===== src/rtl/prog_updown_counter.sv =====
// Up/down counter with programmable step, runtime min/max limits and
// saturate / wrap / bounce handling at the limits.
module prog_updown_counter #(
   parameter int DATA_WIDTH = 8,
   parameter int STEP_WIDTH = 4
) (
   input  logic                  i_clk,
   input  logic                  i_rst_n,
   input  logic                  i_en,
   input  logic                  i_load,
   input  logic [DATA_WIDTH-1:0] i_in,
   input  logic                  i_up,
   input  logic                  i_down,
   input  logic [STEP_WIDTH-1:0] i_step,
   input  logic [DATA_WIDTH-1:0] i_min,
   input  logic [DATA_WIDTH-1:0] i_max,
   input  logic [1:0]            i_mode,
   output logic [DATA_WIDTH-1:0] o_counter,
   output logic                  o_high,
   output logic                  o_low,
   output logic                  o_wrap,
   output logic                  o_dir,
   output logic                  o_cfg_err
);

   localparam int W = DATA_WIDTH;
   localparam logic [1:0] MODE_WRAP   = 2'd1;
   localparam logic [1:0] MODE_BOUNCE = 2'd2;

   logic [W-1:0] cnt_q, cnt_d;
   logic         dir_q, dir_d;
   logic         wrap_q, wrap_d;

   logic [W:0]   step_ext, nxt_up, nxt_dn;
   logic         up_over, up_reach, dn_under, dn_reach;
   logic         out_of_range, step_zero, bounce_up, turned;

   function automatic logic [W-1:0] clamp(input logic [W-1:0] v,
                                          input logic [W-1:0] lo,
                                          input logic [W-1:0] hi);
      if (v < lo)      return lo;
      else if (v > hi) return hi;
      else             return v;
   endfunction

   // One extra bit keeps carry and borrow visible, so nothing wraps silently.
   assign step_ext = {{(W + 1 - STEP_WIDTH){1'b0}}, i_step};
   assign nxt_up   = {1'b0, cnt_q} + step_ext;
   assign nxt_dn   = {1'b0, cnt_q} - step_ext;
   assign up_over  = nxt_up >  {1'b0, i_max};
   assign up_reach = nxt_up >= {1'b0, i_max};
   assign dn_under = nxt_dn[W] | (nxt_dn[W-1:0] <  i_min);
   assign dn_reach = nxt_dn[W] | (nxt_dn[W-1:0] <= i_min);

   assign o_cfg_err    = i_min > i_max;
   assign out_of_range = (cnt_q < i_min) || (cnt_q > i_max);
   assign step_zero    = (i_step == '0);

   always_comb begin
      cnt_d     = cnt_q;
      dir_d     = dir_q;
      wrap_d    = 1'b0;
      bounce_up = dir_q;
      turned    = 1'b0;
      if (o_cfg_err) begin
         cnt_d = cnt_q;
      end else if (i_load) begin
         cnt_d = clamp(i_in, i_min, i_max);
      end else if (i_en) begin
         if (out_of_range) begin
            cnt_d = clamp(cnt_q, i_min, i_max);
         end else if (i_min == i_max) begin
            if (i_mode == MODE_BOUNCE) begin
               dir_d  = ~dir_q;
               wrap_d = 1'b1;
            end
         end else if (!step_zero) begin
            case (i_mode)
               MODE_WRAP: begin
                  if (i_up) begin
                     cnt_d  = up_over ? i_min : nxt_up[W-1:0];
                     wrap_d = up_over;
                  end else if (i_down) begin
                     cnt_d  = dn_under ? i_max : nxt_dn[W-1:0];
                     wrap_d = dn_under;
                  end
               end
               MODE_BOUNCE: begin
                  // Sitting on the limit we are heading into: turn around first.
                  if (dir_q && cnt_q == i_max)       bounce_up = 1'b0;
                  else if (!dir_q && cnt_q == i_min) bounce_up = 1'b1;
                  turned = (bounce_up != dir_q);
                  if (bounce_up) begin
                     cnt_d  = up_reach ? i_max : nxt_up[W-1:0];
                     dir_d  = ~up_reach;
                     wrap_d = up_reach | turned;
                  end else begin
                     cnt_d  = dn_reach ? i_min : nxt_dn[W-1:0];
                     dir_d  = dn_reach;
                     wrap_d = dn_reach | turned;
                  end
               end
               default: begin
                  if (i_up)        cnt_d = up_over  ? i_max : nxt_up[W-1:0];
                  else if (i_down) cnt_d = dn_under ? i_min : nxt_dn[W-1:0];
               end
            endcase
         end
      end
   end

   always_ff @(posedge i_clk or negedge i_rst_n) begin
      if (!i_rst_n) begin
         cnt_q  <= '0;
         dir_q  <= 1'b1;
         wrap_q <= 1'b0;
      end else begin
         cnt_q  <= cnt_d;
         dir_q  <= dir_d;
         wrap_q <= wrap_d;
      end
   end

   assign o_counter = cnt_q;
   assign o_wrap    = wrap_q;
   assign o_dir     = dir_q;
   assign o_high    = (cnt_q == i_max);
   assign o_low     = (cnt_q == i_min);

endmodule


===== config.mk =====
export PLATFORM = sky130hd
export DESIGN_NAME = prog_updown_counter
export DESIGN_NICKNAME = d
export VERILOG_FILES = /design/src/rtl/prog_updown_counter.sv
export SDC_FILE = /design/constraint.sdc
export NUM_CORES = 1
export LEC_CHECK = 0
export BUFFER_PORTS_ARGS = -buffer_cell sky130_fd_sc_hd__buf_4
export CORE_UTILIZATION = 45
export CTS_BUF_LIST = sky130_fd_sc_hd__clkbuf_16
export CTS_CLUSTER_DIAMETER = 80
export CTS_CLUSTER_SIZE = 12
export DETAILED_ROUTE_END_ITERATION = 10
export SETUP_SLACK_MARGIN = 0.3
export SLEW_MARGIN = 0
export SYNTH_ARGS = -nofsm -noshare
export SYNTH_HDL_FRONTEND = slang
export SYNTH_SLANG_ARGS = --single-unit

===== constraint.sdc =====
create_clock -name i_clk -period 4.1 [get_ports i_clk]
set_clock_uncertainty 0.05 [all_clocks]
set_input_delay 0.205 -clock i_clk [delete_from_list [all_inputs] [get_ports i_clk]]
set_output_delay 0.205 -clock i_clk [all_outputs]
set_load 0.02 [all_outputs]

* Word-level counts from Yosys, hierarchy flattened
Index checks and enable logic that the tools add are counted.
Cells by class: $add $sub $neg 2, multipliers 0, divide/modulo/power cells 0, order comparisons 9, equality and inequality tests 11, shifts and indexed selects 0, multiplexer cells 46, bitwise gates (word level) 9, reductions and logical operators 9
Operators with widths (count):
- 2-to-1 mux 8 bit | 20
- equality test 8 bit | 3
- greater-than comparator 8 bit | 3
- < comparator 8 bit | 3
- 2-to-1 mux 1 bit | 24
- case mux 8 bit (2 select lines) | 1
- adder 8 x 4 -> 9 bit | 1
- greater-or-equal comparator 9 x 8 -> 1 bit | 1
- greater-than comparator 9 x 8 -> 1 bit | 1
- subtractor 8 x 4 -> 9 bit | 1
- less-or-equal comparator 8 bit | 1
- AND reduction 7 bit | 1
- inequality test 3 bit (second input constant) | 2
- AND reduction 6 bit | 1
- inequality test 5 bit (second input constant) | 1
- NOT 1 bit | 5
- nonzero test 5 bit | 1
- zero test 4 bit | 1
- inequality test 4 x 2 -> 1 bit (second input constant) | 1
- bitwise OR 1 bit | 4
- equality test 2 x 1 -> 1 bit (second input constant) | 1
- equality test 2 bit (second input constant) | 1
- logical AND 1 bit | 2
- inequality test 2 x 1 -> 1 bit (second input constant) | 1
- 5 further kinds | 5
Storage, ports and cells: register bits 10, bits in latches 0, memory bits (writable) 0, bits in read-only memories 0, input bits 36, memories 0

* Logic depth before layout (Yosys ltp)
Gate-level depths: netlist of run 1.
depth in word-level cells 21, mapped depth 18, mapped depth without buffers 17

* Worst setup path before layout of run 1
OpenSTA, ideal clock, no wires.
kind reg-to-reg, start register cnt_q[0], in the netlist o_counter[0], end register cnt_q[2], in the netlist o_counter[2], library setup time 126 ps, arrival 3729 ps, setup slack 195 ps, stages on the path, launching flop included 16, path buffers 0, path through dfrtp_1 -> ha_1 -> fa_1 -> nand2b_4 -> a21oi_1 -> and3_1 -> xor2_1 -> ha_1 -> a21o_1 -> a21oi_1 -> o311ai_0 -> nor2_4 -> mux2i_1 -> o22ai_1 -> a22o_1 -> o32a_1
On the way: cells in the longest elaborated chain, start to end 18, elaborated cells between the ends (all ways) 48, classes of those cells add/sub: 2; order compare: 6; eq/ne: 6; mux: 27; bitwise: 2; reduce/logical: 5
Ends and longest elaborated chain:
- start: declaration | RTL line 30 | logic [W-1:0] cnt_q, cnt_d;
- start signal: assignment | RTL line 118 | cnt_q <= cnt_d;
- parallel branches: the longest is 18 deep, another holds subtractor 8 x 4 -> 9 bit
Several ways; the timed one is not identified. The select of a mux whose other input is x is not followed. A chain may end at the register's enable or synchronous reset.

* Final worst setup path of run 1
start register cnt_q[2], in the netlist o_counter[2], end register cnt_q[2], in the netlist o_counter[2]
The elaborated chain is that of the path after synthesis.

==> results by stage, run 1 <==
Run status:
- The flow ran to the end, and the final reports show no timing, DRC or antenna violations.

Power and ir drop:
- The design internal power is 2.05 mW.
- Sequential cells account for 6.3% of the total power.
- The maximum vdd ir drop is between 0.0003 and 0.0004 V.
- The combinational share of power is slightly below 90%.
- The portion of total power attributed to the clock network is 4.3%.
- The reported net switching power is 2.22 mW.
- The total power divided by cell area is 902 nW/um2.
- The cell leakage power is approximately 2.2 nW.
- The switching power as a share of total power is 52.0%.
- The design draws 4.27 mW.

STA:
- The fraction of the cycle the final worst path needs is 92.2%.
- Setup repair after global routing could not meet its margin everywhere.
- On the final layout, the worst hold slack is 0.178 ns.
- The count of final max-slew check failures is 0.
- The headroom to the max-slew limit is 40.3%.
- Setup violations remaining at the end of the flow were counted as 0.
- The transition time at the pin with the least slew margin is 0.887 ns.
- Derived from the worst setup path, the maximum achievable clock frequency is roughly 260 MHz.
- Subtracting the final worst setup slack from the clock period gives 3.78 ns.
- The total count of hold-check failures in the final report is 0.

Route:
- The count of antenna-violating nets left after detailed routing is 0.
- After detailed routing, the number of vias per cell comes to roughly 6.5.
- Dividing the detail-routed wire length by the instance count gives ~22 um.
- The initial DRC count is 280.
- Summed over all layers, the routed wires come to 14500 um.
- The pre-antenna-repair detailed-routing pass consisted of 5 iterations.
- The total number of vias is 4191.
- After detailed routing, the number of remaining DRC violations is 0.

Final layout:
- The antenna diode instance count is 0.
- After the last flow step, the layout net total stands at 654.
- The count of fill cells added during filler insertion is 691.
- The number of cells in the finished layout apart from fillers is 649.
- Once layout is complete, the utilization of the core stands at 63.5%.
- From synthesis to final layout, the design area changed by 33.4%.
- Cells with a size suffix above 1 make up a little under a third of the layout.
- Leaving out fill and tap cells, the most frequent cell in the layout is sky130_fd_sc_hd__buf_4.
- Leaving out fill and tap cells, the most frequent cells in the layout are sky130_fd_sc_hd__buf_4 (94), sky130_fd_sc_hd__ha_1 (61), sky130_fd_sc_hd__nand2_1 (37).

Global route:
- The met3 layer usage reported by global route is ~4.1%.
- The initial antenna violation count was 0.
- The combined global-route utilization of all metal layers is 34.3%.
- Entering global routing, the biggest net connects 26 pins.
- The via count of the first global-routing pass is 3973.
- The overall overflow remaining after global route is 0.
- The first global-routing pass estimated about 22000 um of wire.
- The met2 track demand over resource in global routing is a little under three fifths.
- For this run, global-route usage on met1 was measured as 45.2%.
- In this run the most used layer during global routing was met2.

Synth:
- Yosys printed 0 warnings.
- By area the synthesized netlist is led by sky130_fd_sc_hd__ha_1 (23%), sky130_fd_sc_hd__mux2i_1 (7.3%), sky130_fd_sc_hd__dfrtp_1 (6.4%).
- Of all flip-flops after synthesis, the portion carrying an async set or reset was 100%.
- The number of enable-type register cells in the synthesized netlist is 0.
- In this run the biggest area consumer among cell types represents 22.9% of the synthesized area.
- The post-synthesis net count is 566.
- The area of the mapped netlist is 3540 um2.
- The average size of a mapped cell is approximately 7.7 um2.
- The instance count of the mapped netlist is around 460.
- The synthesized design contains 10 register bits.
- Yosys mapped the design onto 69 distinct sky130hd cell types.
- The largest area contributor in the netlist is sky130_fd_sc_hd__ha_1.
- Among all flip-flop cells after synthesis, the most frequent one is sky130_fd_sc_hd__dfrtp_1.
- The share of the Yosys chip area taken by registers is 7.09%.

Worst setup path:
- Data arrives at the worst endpoint at 3.86 ns.
- The startpoint of the most critical register-to-register path is o_counter[2].
- The data required time of the worst path is ~4.2 ns.
- The worst-path maximum fanout is 5.
- The worst setup path is launched from a flop.
- The logic depth of the worst register-to-register path is 17.
- The worst setup path is of the reg -> reg kind.
- In this run the critical register-to-register path is captured at o_counter[2].
- The critical path endpoint category is a flop.
- The worst register-to-register path has a setup slack of between 0.3 and 0.4 ns.

Job:
- Across the run, the number of max-cap violations was 0.

Min path:
- The tightest min-delay check is of the in -> reg type.
- The start point of the worst hold path is i_en.
- The hold-critical path endpoint is o_wrap.
- The worst hold path passes through 3 cells.

Floorplanning:
- The effective utilization at floorplan is between 40 and 50%.
- The number of primary I/O pins is 49.
- The row count is 31.
- The area of the die is around 8200 um2.
- The floorplan die height is 90.8 um.
- The die is 90.8 um wide.
- The standard cell core area is between 7000 and 8000 um2.

Clock network:
- The number of clock sinks seen by CTS is 10.
- The clock tree from TritonCTS is built.
- CTS built an H-tree with a depth of 1.
- The number of buffers created by CTS is 3.
- The tree is rooted in a sky130_fd_sc_hd__clkbuf_16.
- For the worst-skew pair, the clock arrives at the later sink with an insertion delay of 0.25 ns.
- Clock-pin slew was measured on the worst setup and hold paths at 0.05 ns.
- The clock passes through at most 2 buffers.

Placed design:
- The detailed-placement wirelength estimate is 11200 um.
- Counting tap cells, the placed design contains a total of roughly 630 instances.
- In this run the tool buffered the top-level ports with 48 buffer cells.
- The routability congestion estimate from global placement is 1.00.
==> through the flow <==
stage | area (um2) | setup WS [ns] | setup TNS, ns
after floorplan | 3550 | 0.320 | 0
after global placement | 4190 | -0.0199 | -0.0199
after detailed placement | 4190 | -0.124 | -0.135
after CTS | 4510 | 0.296 | 0
after global routing | 4730 | 0.170 | 0
final | 4730 | 0.319 | 0
==> synth_stat cells (6+ instances only) <==
cell type                  instances
sky130_fd_sc_hd__nand3_1           6
sky130_fd_sc_hd__a31oi_1           6
sky130_fd_sc_hd__mux2i_1          26
sky130_fd_sc_hd__nand4_1           8
sky130_fd_sc_hd__dfrtp_1           9
sky130_fd_sc_hd__nor2b_1           8
sky130_fd_sc_hd__o21ai_0          29
sky130_fd_sc_hd__o211ai_1          8
sky130_fd_sc_hd__o31a_1            6
sky130_fd_sc_hd__nor3_1           12
sky130_fd_sc_hd__nor2_1           29
sky130_fd_sc_hd__xnor2_1           6
sky130_fd_sc_hd__clkbuf_1          9
sky130_fd_sc_hd__inv_1            33
sky130_fd_sc_hd__a21oi_1          39
sky130_fd_sc_hd__o22ai_1          12
sky130_fd_sc_hd__nand2_1          38
sky130_fd_sc_hd__a211oi_1          7
sky130_fd_sc_hd__xor2_1            6
sky130_fd_sc_hd__ha_1             65
==> critical path, cell delays in order (launching register included) <==
cell                       delay [ns]
sky130_fd_sc_hd__dfrtp_1         0.42
sky130_fd_sc_hd__ha_4            0.33
sky130_fd_sc_hd__buf_4           0.15
sky130_fd_sc_hd__nor3b_2         0.05
sky130_fd_sc_hd__o31a_1          0.31
sky130_fd_sc_hd__o21bai_1        0.18
sky130_fd_sc_hd__xnor2_1         0.18
sky130_fd_sc_hd__ha_1            0.32
sky130_fd_sc_hd__buf_4           0.15
sky130_fd_sc_hd__a21oi_2         0.15
sky130_fd_sc_hd__buf_4           0.14
sky130_fd_sc_hd__o21bai_4        0.06
sky130_fd_sc_hd__nor2_4          0.14
sky130_fd_sc_hd__buf_4           0.15
sky130_fd_sc_hd__mux2i_1         0.18
sky130_fd_sc_hd__o22ai_1         0.11
sky130_fd_sc_hd__a22o_1          0.24
sky130_fd_sc_hd__o32a_1          0.35
==> logic make-up after synthesis <==
group                    count (synthesis)  synth area share (%)
adder cells (fa/ha/maj)                 67                  24.1
multiplexers                            30                  8.61
flip-flops                              10                  7.10
XOR/XNOR                                12                  2.97
AND/OR/NAND/NOR                        135                  20.1
AO/OA/AOI/OAI                          159                  31.4
buffers and inverters                   50                  5.79
==> per-layer routing <==
layer,vias up,wire length [um]
met2,227,6520
met1,1966,6200
met4,0,677
met5,-,0
li1,1952,-
met3,46,1110
==> worst max-delay path by stage <==
| stage | from | endpoint | slack, ns | cells after the start |
|---|---|---|---|---|
| 3_5_place_dp | o_counter[0] | o_counter[5] | -0.12 | 18 |
| 2_1_floorplan | o_counter[0] | o_counter[4] | 0.32 | 18 |
| 4_1_cts | o_counter[0] | o_counter[2] | 0.30 | 18 |
| 3_3_place_gp | o_counter[0] | o_counter[5] | -0.02 | 18 |
| 6_report | o_counter[2] | o_counter[2] | 0.32 | 17 |
| 5_1_grt | o_counter[0] | o_counter[1] | 0.17 | 18 |
==> timing repair <==
| item | in CTS | in global routing |
|---|---|---|
| pin swaps | 15 | 11 |
| hold buffers | 1 | 0 |
| setup buffers | 8 | 10 |
| resized for setup | 34 | 30 |
| setup endpoints to repair | 10 | 10 |
| endpoints found under the hold margin | 10 | 0 |
| cloned | 0 | 1 |
==> registers in the layout (all words and copies together) (netlist names) <==
| signal | count |
|---|---|
| o_counter | 8 |
| o_dir | 1 |
| o_wrap | 1 |
==> power by group through the flow <==
stage	registers [mW]	clock network, mW	logic, mW
5_1_grt	0.274	0.192	4.04
4_1_cts	0.264	0.185	3.29
3_3_place_gp	0.258	0	2.90
6_report	0.270	0.185	3.81
2_1_floorplan	0.266	0	1.89
3_5_place_dp	0.261	0	2.93
==> layout make-up <==
class                      count  area (um2)  area share [%]
sequential                    10         251            5.32
timing repair buffer          98         758            16.0
multi-input combinational    404        3390            71.7
clock buffer                   3        75.1            1.59
clock inverter                 1        3.75          0.0794
inverter                      34         128            2.70
tap                           99         124            2.62
(Power assumes the default switching activity.)
==> inputs of run 2 (changes only) <==
--- a/config.mk
+++ b/config.mk
@@ -6,11 +6,15 @@
 export NUM_CORES = 1
 export LEC_CHECK = 0
 export BUFFER_PORTS_ARGS = -buffer_cell sky130_fd_sc_hd__buf_4
-export CORE_UTILIZATION = 45
+export CELL_PAD_IN_SITES_DETAIL_PLACEMENT = 1
+export CELL_PAD_IN_SITES_GLOBAL_PLACEMENT = 1
+export CORE_UTILIZATION = 44
 export CTS_BUF_LIST = sky130_fd_sc_hd__clkbuf_16
 export CTS_CLUSTER_DIAMETER = 80
 export CTS_CLUSTER_SIZE = 12
 export DETAILED_ROUTE_END_ITERATION = 10
+export MAX_ROUTING_LAYER = met4
+export PLACE_DENSITY_LB_ADDON = 0.25
 export SETUP_SLACK_MARGIN = 0.3
 export SLEW_MARGIN = 0
 export SYNTH_ARGS = -nofsm -noshare
==> run 2 against run 1 <==
Net effect: the flow now finishes with violations (setup timing); sequential share of layout area about the same; count of clock-buffer cells in the layout unchanged; core utilization down 1.9 points; critical path depth up 1; flip-flop and latch count unchanged; sequential power down 5%; design area up 1.2%; hold slack better by 0.015 ns; global-route usage up 9.7 points; total power up 13%; critical endpoint is now o_counter[3]; largest cell class unchanged.
==> results by stage, run 2 (synthesis results as in run 1) <==
Run status:
- The flow ran to the end, but the final reports show violations.
- The final reports fail on setup timing.

Power and ir drop:
- The portion of total power attributed to sequential cells is between 5 and 6%.
- The combinational share of power is 90.6%.
- The reported net switching power is 2.62 mW.
- The portion of total power attributed to the clock network is under 10%.
- Overall power consumption after layout is estimated at 4.82 mW.
- The switching power as a share of total power is 54.4%.
- The maximum vdd ir drop is 0.000424 V.
- The internal power of the cells totals approximately 2.2 mW.
- For this design the static power due to leakage is 2.22 nW.
- The total power divided by cell area is between 1000 and 1500 nW/um2.

STA:
- After routing, the total negative slack on setup checks comes to -0.984 ns.
- The total count of hold-check failures in the final report is 0.
- The highest clock rate is 228 MHz.
- For the pin with the worst max-slew slack, the measured transition is 0.890 ns.
- Setup violations remaining at the end of the flow were counted as 8.
- Counting I/O delays and the setup requirement, the final critical path takes 4.39 ns.
- Setup slack on the critical path of the routed design comes to -0.294 ns.
- The count of final max-slew check failures is 0.
- The fraction of the cycle the final worst path needs is 107%.
- Setup repair after global routing could not meet its margin everywhere.
- The headroom to the max-slew limit is 40.1%.

Clock network:
- TritonCTS built the clock tree.
- Clock-pin slew was measured on the worst setup and hold paths at 0.05 ns.
- Counting the buffers created by CTS gives 3.
- The clock root buffer master is sky130_fd_sc_hd__clkbuf_16.
- The later pin in the worst-skew pair is clocked with a latency of 0.26 ns.
- CTS built an H-tree with a depth of 1.
- The tree built by TritonCTS fans out to 10 sinks.
- The largest buffer count on any clock path is 2.

Global route:
- The peak-usage layer in the global routing report is met2.
- Global routing used 7.21% of the available met3 tracks.
- The via count of the first global-routing pass is 4727.
- The overall overflow remaining after global route is 0.
- The first global-routing pass estimated ~27000 um of wire.
- Across every metal layer, demand over resource in global routing totals a little over two fifths.
- The met2 track demand over resource in global routing is approximately three quarters.
- The met1 layer usage reported by global route is approximately half.
- Entering global routing, the biggest net connects 26 pins.
- The initial antenna violation count came to 0.

Route:
- Dividing the detail-routed via count by the number of cells gives a little over 7.
- The wire length per cell is 29.2 um.
- The routed design has about 19000 um of wire.
- In this run the remaining antenna-violating nets after routing total 0.
- For this run, the detailed router's first-pass iteration total came to 5.
- The total number of vias is 4740.
- The initial DRC count is 409.
- After detailed routing, the number of remaining DRC violations is 0.

Final layout:
- In the layout the commonest cells are sky130_fd_sc_hd__buf_4 (96), sky130_fd_sc_hd__ha_1 (60), sky130_fd_sc_hd__nand2_1 (36).
- The final layout contains approximately 660 nets.
- The register with the most flip-flops in the layout has 8 of them.
- The post-route netlist has 31.0% of its cells at a drive strength greater than 1.
- The area overhead of the layout relative to synthesis is 35.1%.
- The antenna diode instance count is 0.
- The number of cells in the finished layout apart from fillers is 657.
- Leaving out fill and tap cells, the most frequent cell in the layout is sky130_fd_sc_hd__buf_4.
- The count of fill cells added during filler insertion is 969.

Worst setup path:
- Along the worst path, the maximum fanout reaches 17.
- The kind of start point of the critical path is a flop.
- The worst setup path is captured at a flop.
- The critical path in this run is classified as reg -> reg.
- The slowest stage of the critical path is the sky130_fd_sc_hd__a211oi_1 cell.
- The critical path goes through inv_2, ha_4, inv_2, fa_2, a21oi_4, nor2_4, nor2_1, xor2_2, ha_1, a211oi_2, nor2_2, nor4bb_2, nor2_2, buf_12, a311oi_2, a21oi_1, a211oi_1, o41ai_2.
- The data required time of the worst path is 4.18 ns.
- The delay of the slowest cell on the worst path is 0.51 ns.
- The data arrival time of the critical path is around 4.5 ns.

Floorplanning:
- The die outline width is 91.8 um.
- The row count is 32.
- From bottom edge to top edge, the die measures 91.8 um.
- Pin placement for this block handled 49 I/O pins.
- The die covers 8420 um2.
- The core region is 7770 um2.
- The effective utilization at floorplan is 45.6%.

Placed design:
- Routability-driven placement finished with a final weighted congestion of 1.02.
- In this run, placement finished with an instance count of roughly 630.
- The detailed-placement wirelength estimate is around 13000 um.
- The number of input and output port buffers inserted is 48.

Job:
- The number of max-capacitance violations reported is 0.

Min path:
- The path class of the tightest hold or removal check is in -> reg.
-- run 2: per-layer routing --
| layer | wire (um) | vias up |
|---|---|---|
| li1 | - | 1970 |
| met1 | 7100 | 2217 |
| met2 | 8670 | 409 |
| met3 | 1840 | 144 |
| met4 | 1550 | 0 |
| met5 | 0 | - |
-- run 2: path summary, 6_finish.rpt --
kind / slack, ns / startpoint / depth (start not counted) / to
worst max-delay path: -0.29 / o_counter[0] / 18 / o_counter[3]
worst min-delay path: 0.19 / i_en / 3 / o_wrap
worst max register to register: -0.29 / o_counter[0] / 18 / o_counter[3]
worst min register to register: 0.50 / o_dir / 2 / o_dir
max in group asynchronous: 3.49 / i_rst_n / 2 / o_dir
min in group asynchronous: 0.28 / i_rst_n / 2 / o_counter[2]
-- run 2: area by class of cell --
type	count	area, um2	area share, %
clock buffers	3	75.1	1.57
clock inverters	1	3.75	0.0784
inverters	34	128	2.67
multi-input cells	403	3360	70.3
flip-flops and latches	10	253	5.28
well taps	102	128	2.67
repair buffers	104	836	17.5
-- run 2: repair_timing --
| action | in CTS | in global routing |
|---|---|---|
| endpoints found under the hold margin | 10 | 0 |
| setup buffers | 16 | 10 |
| setup endpoints to repair | 10 | 10 |
| resized for setup | 51 | 14 |
| hold buffers | 1 | 0 |
| gates cloned | 0 | 0 |
| pin swaps | 24 | 15 |
-- run 2: stage by stage --
| stage | util, % | hold WS, ns | setup WS (ns) | cell area [um2] |
|---|---|---|---|---|
| final | 61.6 | 0.193 | -0.294 | 4790 |
| after global placement | 54.1 | 0.00264 | 0.0534 | 4200 |
| after detailed placement | 54.1 | 0.00401 | -0.0714 | 4200 |
| after CTS | 60.0 | 0.198 | 0.186 | 4660 |
| after global routing | 61.6 | 0.205 | -0.281 | 4790 |
| after floorplan | - | -0.141 | 0.320 | 3550 |
-- run 2: power by group through the flow --
stage | Clock [mW] | Combinational [mW] | Sequential (mW)
6_report | 0.196 | 4.36 | 0.257
2_1_floorplan | 0 | 1.89 | 0.266
4_1_cts | 0.187 | 3.71 | 0.246
3_5_place_dp | 0 | 3.07 | 0.238
5_1_grt | 0.200 | 4.49 | 0.260
3_3_place_gp | 0 | 2.96 | 0.235
-- run 2: worst max-delay path, delay by kind of cell (launching register included) --
kind                     cells  cell delay [ns]
AO/OA/AOI/OAI                6             1.53
XOR/XNOR                     1             0.15
adder cells (fa/ha/maj)      3             0.82
buffers and inverters        3             0.33
flip-flops                   1             0.40
AND/OR/NAND/NOR              5             0.99
